$ cat config.mk
export PLATFORM = sky130hd
export DESIGN_NAME = reservation_station
export DESIGN_NICKNAME = d
export VERILOG_FILES = /design/src/rtl/reservation_station.sv
export SDC_FILE = /design/constraint.sdc
export NUM_CORES = 2
export LEC_CHECK = 0
export BUFFER_PORTS_ARGS = -buffer_cell sky130_fd_sc_hd__buf_2
export CAP_MARGIN = 20
export CELL_PAD_IN_SITES_DETAIL_PLACEMENT = 0
export CELL_PAD_IN_SITES_GLOBAL_PLACEMENT = 1
export CORE_ASPECT_RATIO = 1.1
export CORE_MARGIN = 2
export CORE_UTILIZATION = 45
export CTS_CLUSTER_SIZE = 10
export DETAILED_ROUTE_END_ITERATION = 6
export GPL_ROUTABILITY_DRIVEN = 0
export GPL_TIMING_DRIVEN = 0
export PLACE_DENSITY = 0.84
export SYNTH_ARGS = -nofsm -noshare
export SYNTH_HDL_FRONTEND = slang
export SYNTH_SLANG_ARGS = --single-unit
$ cat constraint.sdc
create_clock -name clk_in -period 6.25 [get_ports clk_in]
set_input_delay 0.9375 -clock clk_in [delete_from_list [all_inputs] [get_ports clk_in]]
set_output_delay 0.9375 -clock clk_in [all_outputs]
set_load 0.01 [all_outputs]
$ cat src/rtl/reservation_station.sv
// rtl/reservation_station.sv - operand-tracking reservation station feeding one ALU
// Entries capture CDB results by tag; the lowest-index ready entry issues each cycle.
module reservation_station #(
    parameter int RS_SIZE      = 8,
    parameter int ROB_SIZE_BIT = 4,
    parameter int RS_TYPE_BIT  = 5
) (
    input  logic                    clk_in,
    input  logic                    rst_in,
    input  logic                    rdy_in,
    input  logic                    rob_clear,
    input  logic                    dis_valid,
    input  logic [RS_TYPE_BIT-1:0]  dis_type,
    input  logic [ROB_SIZE_BIT-1:0] dis_rob_id,
    input  logic [31:0]             dis_r1_val,
    input  logic                    dis_r1_dep,
    input  logic [ROB_SIZE_BIT-1:0] dis_r1_rob,
    input  logic [31:0]             dis_r2_val,
    input  logic                    dis_r2_dep,
    input  logic [ROB_SIZE_BIT-1:0] dis_r2_rob,
    output logic                    rs_full,
    input  logic                    cdb_alu_fi,
    input  logic [ROB_SIZE_BIT-1:0] cdb_alu_rob,
    input  logic [31:0]             cdb_alu_val,
    input  logic                    cdb_lsb_fi,
    input  logic [ROB_SIZE_BIT-1:0] cdb_lsb_rob,
    input  logic [31:0]             cdb_lsb_val,
    output logic                    alu_input,
    output logic [RS_TYPE_BIT-1:0]  arith_type,
    output logic [31:0]             r1_val,
    output logic [31:0]             r2_val,
    output logic [ROB_SIZE_BIT-1:0] inst_rob_id
);
    localparam int IDX_W = (RS_SIZE > 1) ? $clog2(RS_SIZE) : 1;

    logic [RS_SIZE-1:0]      r_busy;
    logic [RS_SIZE-1:0]      r_d1;
    logic [RS_SIZE-1:0]      r_d2;
    logic [RS_TYPE_BIT-1:0]  r_type [RS_SIZE];
    logic [ROB_SIZE_BIT-1:0] r_rob  [RS_SIZE];
    logic [31:0]             r_v1   [RS_SIZE];
    logic [31:0]             r_v2   [RS_SIZE];
    logic [ROB_SIZE_BIT-1:0] r_q1   [RS_SIZE];
    logic [ROB_SIZE_BIT-1:0] r_q2   [RS_SIZE];

    logic [IDX_W-1:0] w_free_idx;
    logic [IDX_W-1:0] w_ready_idx;
    logic             w_has_ready;
    logic             w_dis_accept;
    logic             w_dis_d1;
    logic             w_dis_d2;
    logic [31:0]      w_dis_v1;
    logic [31:0]      w_dis_v2;

    assign rs_full      = &r_busy;
    assign w_dis_accept = rdy_in && !rob_clear && dis_valid && !rs_full;

    // Descending scan so the lowest matching index is the one left standing.
    always_comb begin
        w_free_idx  = '0;
        w_ready_idx = '0;
        w_has_ready = 1'b0;
        for (int i = RS_SIZE - 1; i >= 0; i--) begin
            if (!r_busy[i]) begin
                w_free_idx = IDX_W'(i);
            end
            if (r_busy[i] && !r_d1[i] && !r_d2[i]) begin
                w_ready_idx = IDX_W'(i);
                w_has_ready = 1'b1;
            end
        end
    end

    // Same-edge bypass for dispatched operands; ALU broadcast wins over LSB.
    always_comb begin
        w_dis_d1 = dis_r1_dep;
        w_dis_v1 = dis_r1_val;
        w_dis_d2 = dis_r2_dep;
        w_dis_v2 = dis_r2_val;
        if (dis_r1_dep) begin
            if (cdb_alu_fi && cdb_alu_rob == dis_r1_rob) begin
                w_dis_d1 = 1'b0;
                w_dis_v1 = cdb_alu_val;
            end else if (cdb_lsb_fi && cdb_lsb_rob == dis_r1_rob) begin
                w_dis_d1 = 1'b0;
                w_dis_v1 = cdb_lsb_val;
            end
        end
        if (dis_r2_dep) begin
            if (cdb_alu_fi && cdb_alu_rob == dis_r2_rob) begin
                w_dis_d2 = 1'b0;
                w_dis_v2 = cdb_alu_val;
            end else if (cdb_lsb_fi && cdb_lsb_rob == dis_r2_rob) begin
                w_dis_d2 = 1'b0;
                w_dis_v2 = cdb_lsb_val;
            end
        end
    end

    always_ff @(posedge clk_in or posedge rst_in) begin
        if (rst_in) begin
            r_busy      <= '0;
            alu_input   <= 1'b0;
            arith_type  <= '0;
            r1_val      <= '0;
            r2_val      <= '0;
            inst_rob_id <= '0;
        end else if (rdy_in) begin
            if (rob_clear || !w_has_ready) begin
                alu_input   <= 1'b0;
                arith_type  <= '0;
                r1_val      <= '0;
                r2_val      <= '0;
                inst_rob_id <= '0;
            end else begin
                alu_input   <= 1'b1;
                arith_type  <= r_type[w_ready_idx];
                r1_val      <= r_v1[w_ready_idx];
                r2_val      <= r_v2[w_ready_idx];
                inst_rob_id <= r_rob[w_ready_idx];
            end
            if (rob_clear) begin
                r_busy <= '0;
            end else begin
                if (w_has_ready) begin
                    r_busy[w_ready_idx] <= 1'b0;
                end
                if (w_dis_accept) begin
                    r_busy[w_free_idx] <= 1'b1;
                end
            end
        end
    end

    // Payload needs no reset: it is only observed while the matching busy bit is set.
    always_ff @(posedge clk_in) begin
        if (!rst_in && rdy_in && !rob_clear) begin
            for (int i = 0; i < RS_SIZE; i++) begin
                if (r_busy[i] && r_d1[i]) begin
                    if (cdb_alu_fi && cdb_alu_rob == r_q1[i]) begin
                        r_d1[i] <= 1'b0;
                        r_v1[i] <= cdb_alu_val;
                    end else if (cdb_lsb_fi && cdb_lsb_rob == r_q1[i]) begin
                        r_d1[i] <= 1'b0;
                        r_v1[i] <= cdb_lsb_val;
                    end
                end
                if (r_busy[i] && r_d2[i]) begin
                    if (cdb_alu_fi && cdb_alu_rob == r_q2[i]) begin
                        r_d2[i] <= 1'b0;
                        r_v2[i] <= cdb_alu_val;
                    end else if (cdb_lsb_fi && cdb_lsb_rob == r_q2[i]) begin
                        r_d2[i] <= 1'b0;
                        r_v2[i] <= cdb_lsb_val;
                    end
                end
            end
            if (w_dis_accept) begin
                r_type[w_free_idx] <= dis_type;
                r_rob[w_free_idx]  <= dis_rob_id;
                r_v1[w_free_idx]   <= w_dis_v1;
                r_d1[w_free_idx]   <= w_dis_d1;
                r_q1[w_free_idx]   <= dis_r1_rob;
                r_v2[w_free_idx]   <= w_dis_v2;
                r_d2[w_free_idx]   <= w_dis_d2;
                r_q2[w_free_idx]   <= dis_r2_rob;
            end
        end
    end
endmodule

==> reports/qor_table.md <==
| Item | Reported | Unit |
|---|---|---|
| Slew HR | 12.05 | % |
| Die outline area | 0.09812 | mm2 |
| Post-synthesis average cell area | 12.16 | um2 |
| Starting density of the core | 45.54 | % |
| Final Hold Fails | 0 | - |
| Syn_nets | 3701 | - |
| Critical-path top delay cell | nor4_2 | - |
| Final global-route overflow total | 0 | - |
| Area fraction of the dominant cell type after synthesis | 46.34 | % |
| Syn Std Cell Area | 0.04303 | mm2 |
| Non-filler cells, final | 5159 | - |
| Most frequent cells in the layout | 1060 x mux2i_1, 664 x edfxtp_1, 279 x buf_2 | - |
| Antenna violation net count after detailed routing | 0 | - |
| Routed length per instance | 34.65 | um |
| H-Tree Depth | 3 | - |
| Critical Path RT | 6600 | ps |
| Most common cell after layout, fill and taps aside | mux2i_1 | - |
| Type of origin of the critical path | primary input | - |
| Yosys reg bits | 746 | - |
| Cell types occupying the most area after synthesis | edfxtp_1 46%, mux2i_1 25%, dfrtp_1 4.8% | - |
| Worst Hold Margin | 337.1 | ps |
| Fmax | 0.2244 | GHz |
| Cell area after placement | 0.04617 | mm2 |
| Crit path cell chain | buf_2 -> nand4b_1 -> nor4_2 -> and2_1 -> buf_2 -> buf_4 -> buf_2 -> o21bai_4 -> buf_12 | - |
| Via count of the first global-routing pass | 33712 | - |
| Total length of routed wires | 178.7 | mm |
| NumNets Final | 3985 | - |
| Worst setup skew after layout | 35.98 | ps |
| Fraction of final layout cells sized beyond drive strength 1 | 15.31 | % |
| Number of buffers inserted during clock tree synthesis | 86 | - |
| Final cell area excluding filler cells | 0.04884 | mm2 |
| Count of maximum capacitance violations | 0 | - |
| Router iterations before antenna repair | 7 | - |
| Fill cell total of the finished layout | 8309 | - |
| Critical setup path kind | primary input to flip-flop | - |
| Clock tree root driver cell | clkbuf_16 | - |
| Cell type contributing the most total cell area after synthesis | edfxtp_1 | - |
| Sequential cell area fraction in the yosys report | 51.10 | % |
| Global Route met3 Usage | 13.12 | % |
| Primary FF master, synth | edfxtp_1 | - |
| Power density cells | 236.3 | mW/mm2 |
| Overall Global Routing Usage | 35.48 | % |
| Starting DRT DRC Count | 5694 | - |
| CP endpoint kind | flip-flop | - |
| Largest net degree at the start of global routing | 64 | - |
| Most frequent cell on the critical path | buf_2 | - |
| Min setup slack post-route | 1794 | ps |
| Boundary Pins | 237 | - |
| Via count | 34862 | - |
| Core area | 0.09449 | mm2 |
| Count of buffers inserted at the top-level ports | 162 | - |
| Share of flip-flops with an asynchronous set or reset after synthesis | 10.99 | % |
| Unique cell type count in the Yosys netlist | 62 | - |
| Post-Syn Instances | 3539 | - |
| Slew Limit Fails | 0 | - |
| Footprint of the flip-flops and latches | 0.02199 | mm2 |
| Initial antenna violation count | 11 | - |
| Total number of placement rows | 118 | - |
| Routing layer with the top usage in global route | met2 | - |
| Number of clock sinks | 746 | - |
| TritonCTS clock tree | done | - |
| Unrepaired setup endpoints after global routing | false | - |
| Post-CTS Resized | 0 | - |
| Met2 layer usage reported by global route | 52.75 | % |
| Run status | finished, violations left | - |
| Arrival time at the worst endpoint | 4810 | ps |
| DP Wirelength | 121.7 | mm |
| Critical-path maximum fanout | 26 | - |
| Cell Count Post-Placement | 4988 | - |
| Final cell utilization of the core | 51.69 | % |
| Width of the die | 298.8 | um |
| IR Drop Worst-Case VDD | 0.1933 | mV |
| Post-CTS Hold Fix Bufs | 0 | - |
| Residual DRC | 2 | - |
| Area Growth Syn to Fin | 13.50 | % |
| Post-placement setup slack | 1402 | ps |
| Count of buffers added by post-CTS timing repair for setup | 0 | - |
| Final setup violation count | 0 | - |
| Min-Delay Path Class | primary input to async pin | - |
| Count of flip-flops with a built-in enable after synthesis | 664 | - |
| Max clock buf depth | 3 | - |
| Yosys warnings | 0 | - |
| Clock transition at the register clock pins on the worst setup and hold paths after CTS | 60 | ps |
| Clock Latency Late Sink | 680 | ps |
| Routed vias/inst | 6.758 | - |
| Violations in the final reports | design-rule violations | - |
| Cell leakage power | 20.46 | nW |
| Die Span Y | 328.3 | um |
| Met1 usage | 43.63 | % |
| Slowest Stage Delay on Critical Path | 1000 | ps |
| Area occupied by multi-input gates | 0.01902 | mm2 |
| Period utilisation layout | 71.30 | % |
| First-pass GRT wire length | 247.0 | mm |
| Actual slew at the worst max-slew pin | 1319 | ps |
| Final worst path period need | 4456 | ps |
-- critical path: cells and delay by family --
kind / cells / cell delay (ps)
buf+inv: 5 / 1720
simple gates: 3 / 1540
compound gates: 1 / 550
-- cell type report --
class / count / area share [%]
Buffer: 417 / 4.127
Sequential cell: 746 / 45.03
Timing Repair Buffer: 196 / 3.033
Clock buffer: 148 / 4.967
Tap cell: 1260 / 3.228
Multi-Input combinational cell: 2324 / 38.95
Clock inverter: 9 / 0.2229
Antenna cell: 7 / 0.03586
Inverter: 52 / 0.4099
-- logic make-up after synthesis --
| logic type | share of synthesized area, % |
|---|---|
| AND/OR/NAND/NOR | 6.269 |
| AO/OA/AOI/OAI | 9.935 |
| buffers and inverters | 5.138 |
| XOR/XNOR | 2.870 |
| multiplexers | 24.68 |
| flip-flops | 51.10 |
-- sequential cells by signal, summed over array words and instances (netlist names) --
| register | count |
|---|---|
| alu_input | 1 |
| r_d2 | 8 |
| r2_val | 32 |
| r_type | 40 |
| r_busy | 8 |
| r_q2 | 32 |
| r_v2 | 256 |
| r_rob | 32 |
| r_q1 | 32 |
| r_v1 | 256 |
| inst_rob_id | 4 |
| r1_val | 32 |
| r_d1 | 8 |
| arith_type | 5 |
-- metal layers --
layer,wire length [um],up-vias
met2,76780,2965
met1,62640,17000
li1,-,14102
met5,57,-
met4,13590,10
met3,25660,785
-- cells in the mapped netlist (3+ instances only) --
cell type,instances
o21ai_1,3
o211ai_1,3
nor2_1,19
a32o_1,38
nand3_1,102
o22ai_1,124
inv_1,49
or3_1,8
edfxtp_1,664
o21a_1,4
or3b_1,3
mux2i_1,1060
nor3b_1,5
a31oi_1,103
a21oi_1,29
nor4_1,18
buf_6,17
buf_2,117
o2bb2ai_1,34
o221ai_1,36
dfrtp_1,82
buf_1,35
nand2_1,272
o22ai_2,10
and2_1,3
nor2b_1,16
a22oi_1,54
xor2_1,99
or3b_2,3
o221a_2,68
clkbuf_1,201
o21ai_0,45
nor3_1,82
xnor2_1,42
a21o_1,4
buf_4,47
nor3_4,8
-- through the flow --
stage / TNS, ps / power, mW
6_report: 0 / 11.54
5_1_grt: 0 / 11.72
4_1_cts: 0 / 11.44
3_5_place_dp: 0 / 6.789
3_3_place_gp: -1450560 / 6.757
2_1_floorplan: 0 / 6.308
-- power by group --
group / leakage [nW] / switching, mW / internal [mW]
Sequential: 7.11 / 0.0285 / 5.48
Clock: 1.21 / 2.15 / 2.64
Combinational: 12.1 / 0.869 / 0.377
Total: 20.5 / 3.05 / 8.49
-- final timing paths --
kind | start | to | slack, ps | cells past startpoint
min | rst_in | r1_val[30] | 340 | 2
max in group asynchronous | rst_in | r1_val[12] | 5110 | 3
max | rdy_in | r_v2[3][4] | 1790 | 9
max reg2reg | r_busy[0] | r_v2[3][4] | 1850 | 8
min in group clk_in | r1_val[22] | r1_val[22] | 480 | 1
min reg2reg | r1_val[22] | r1_val[22] | 480 | 1
(Power assumes the default switching activity.)
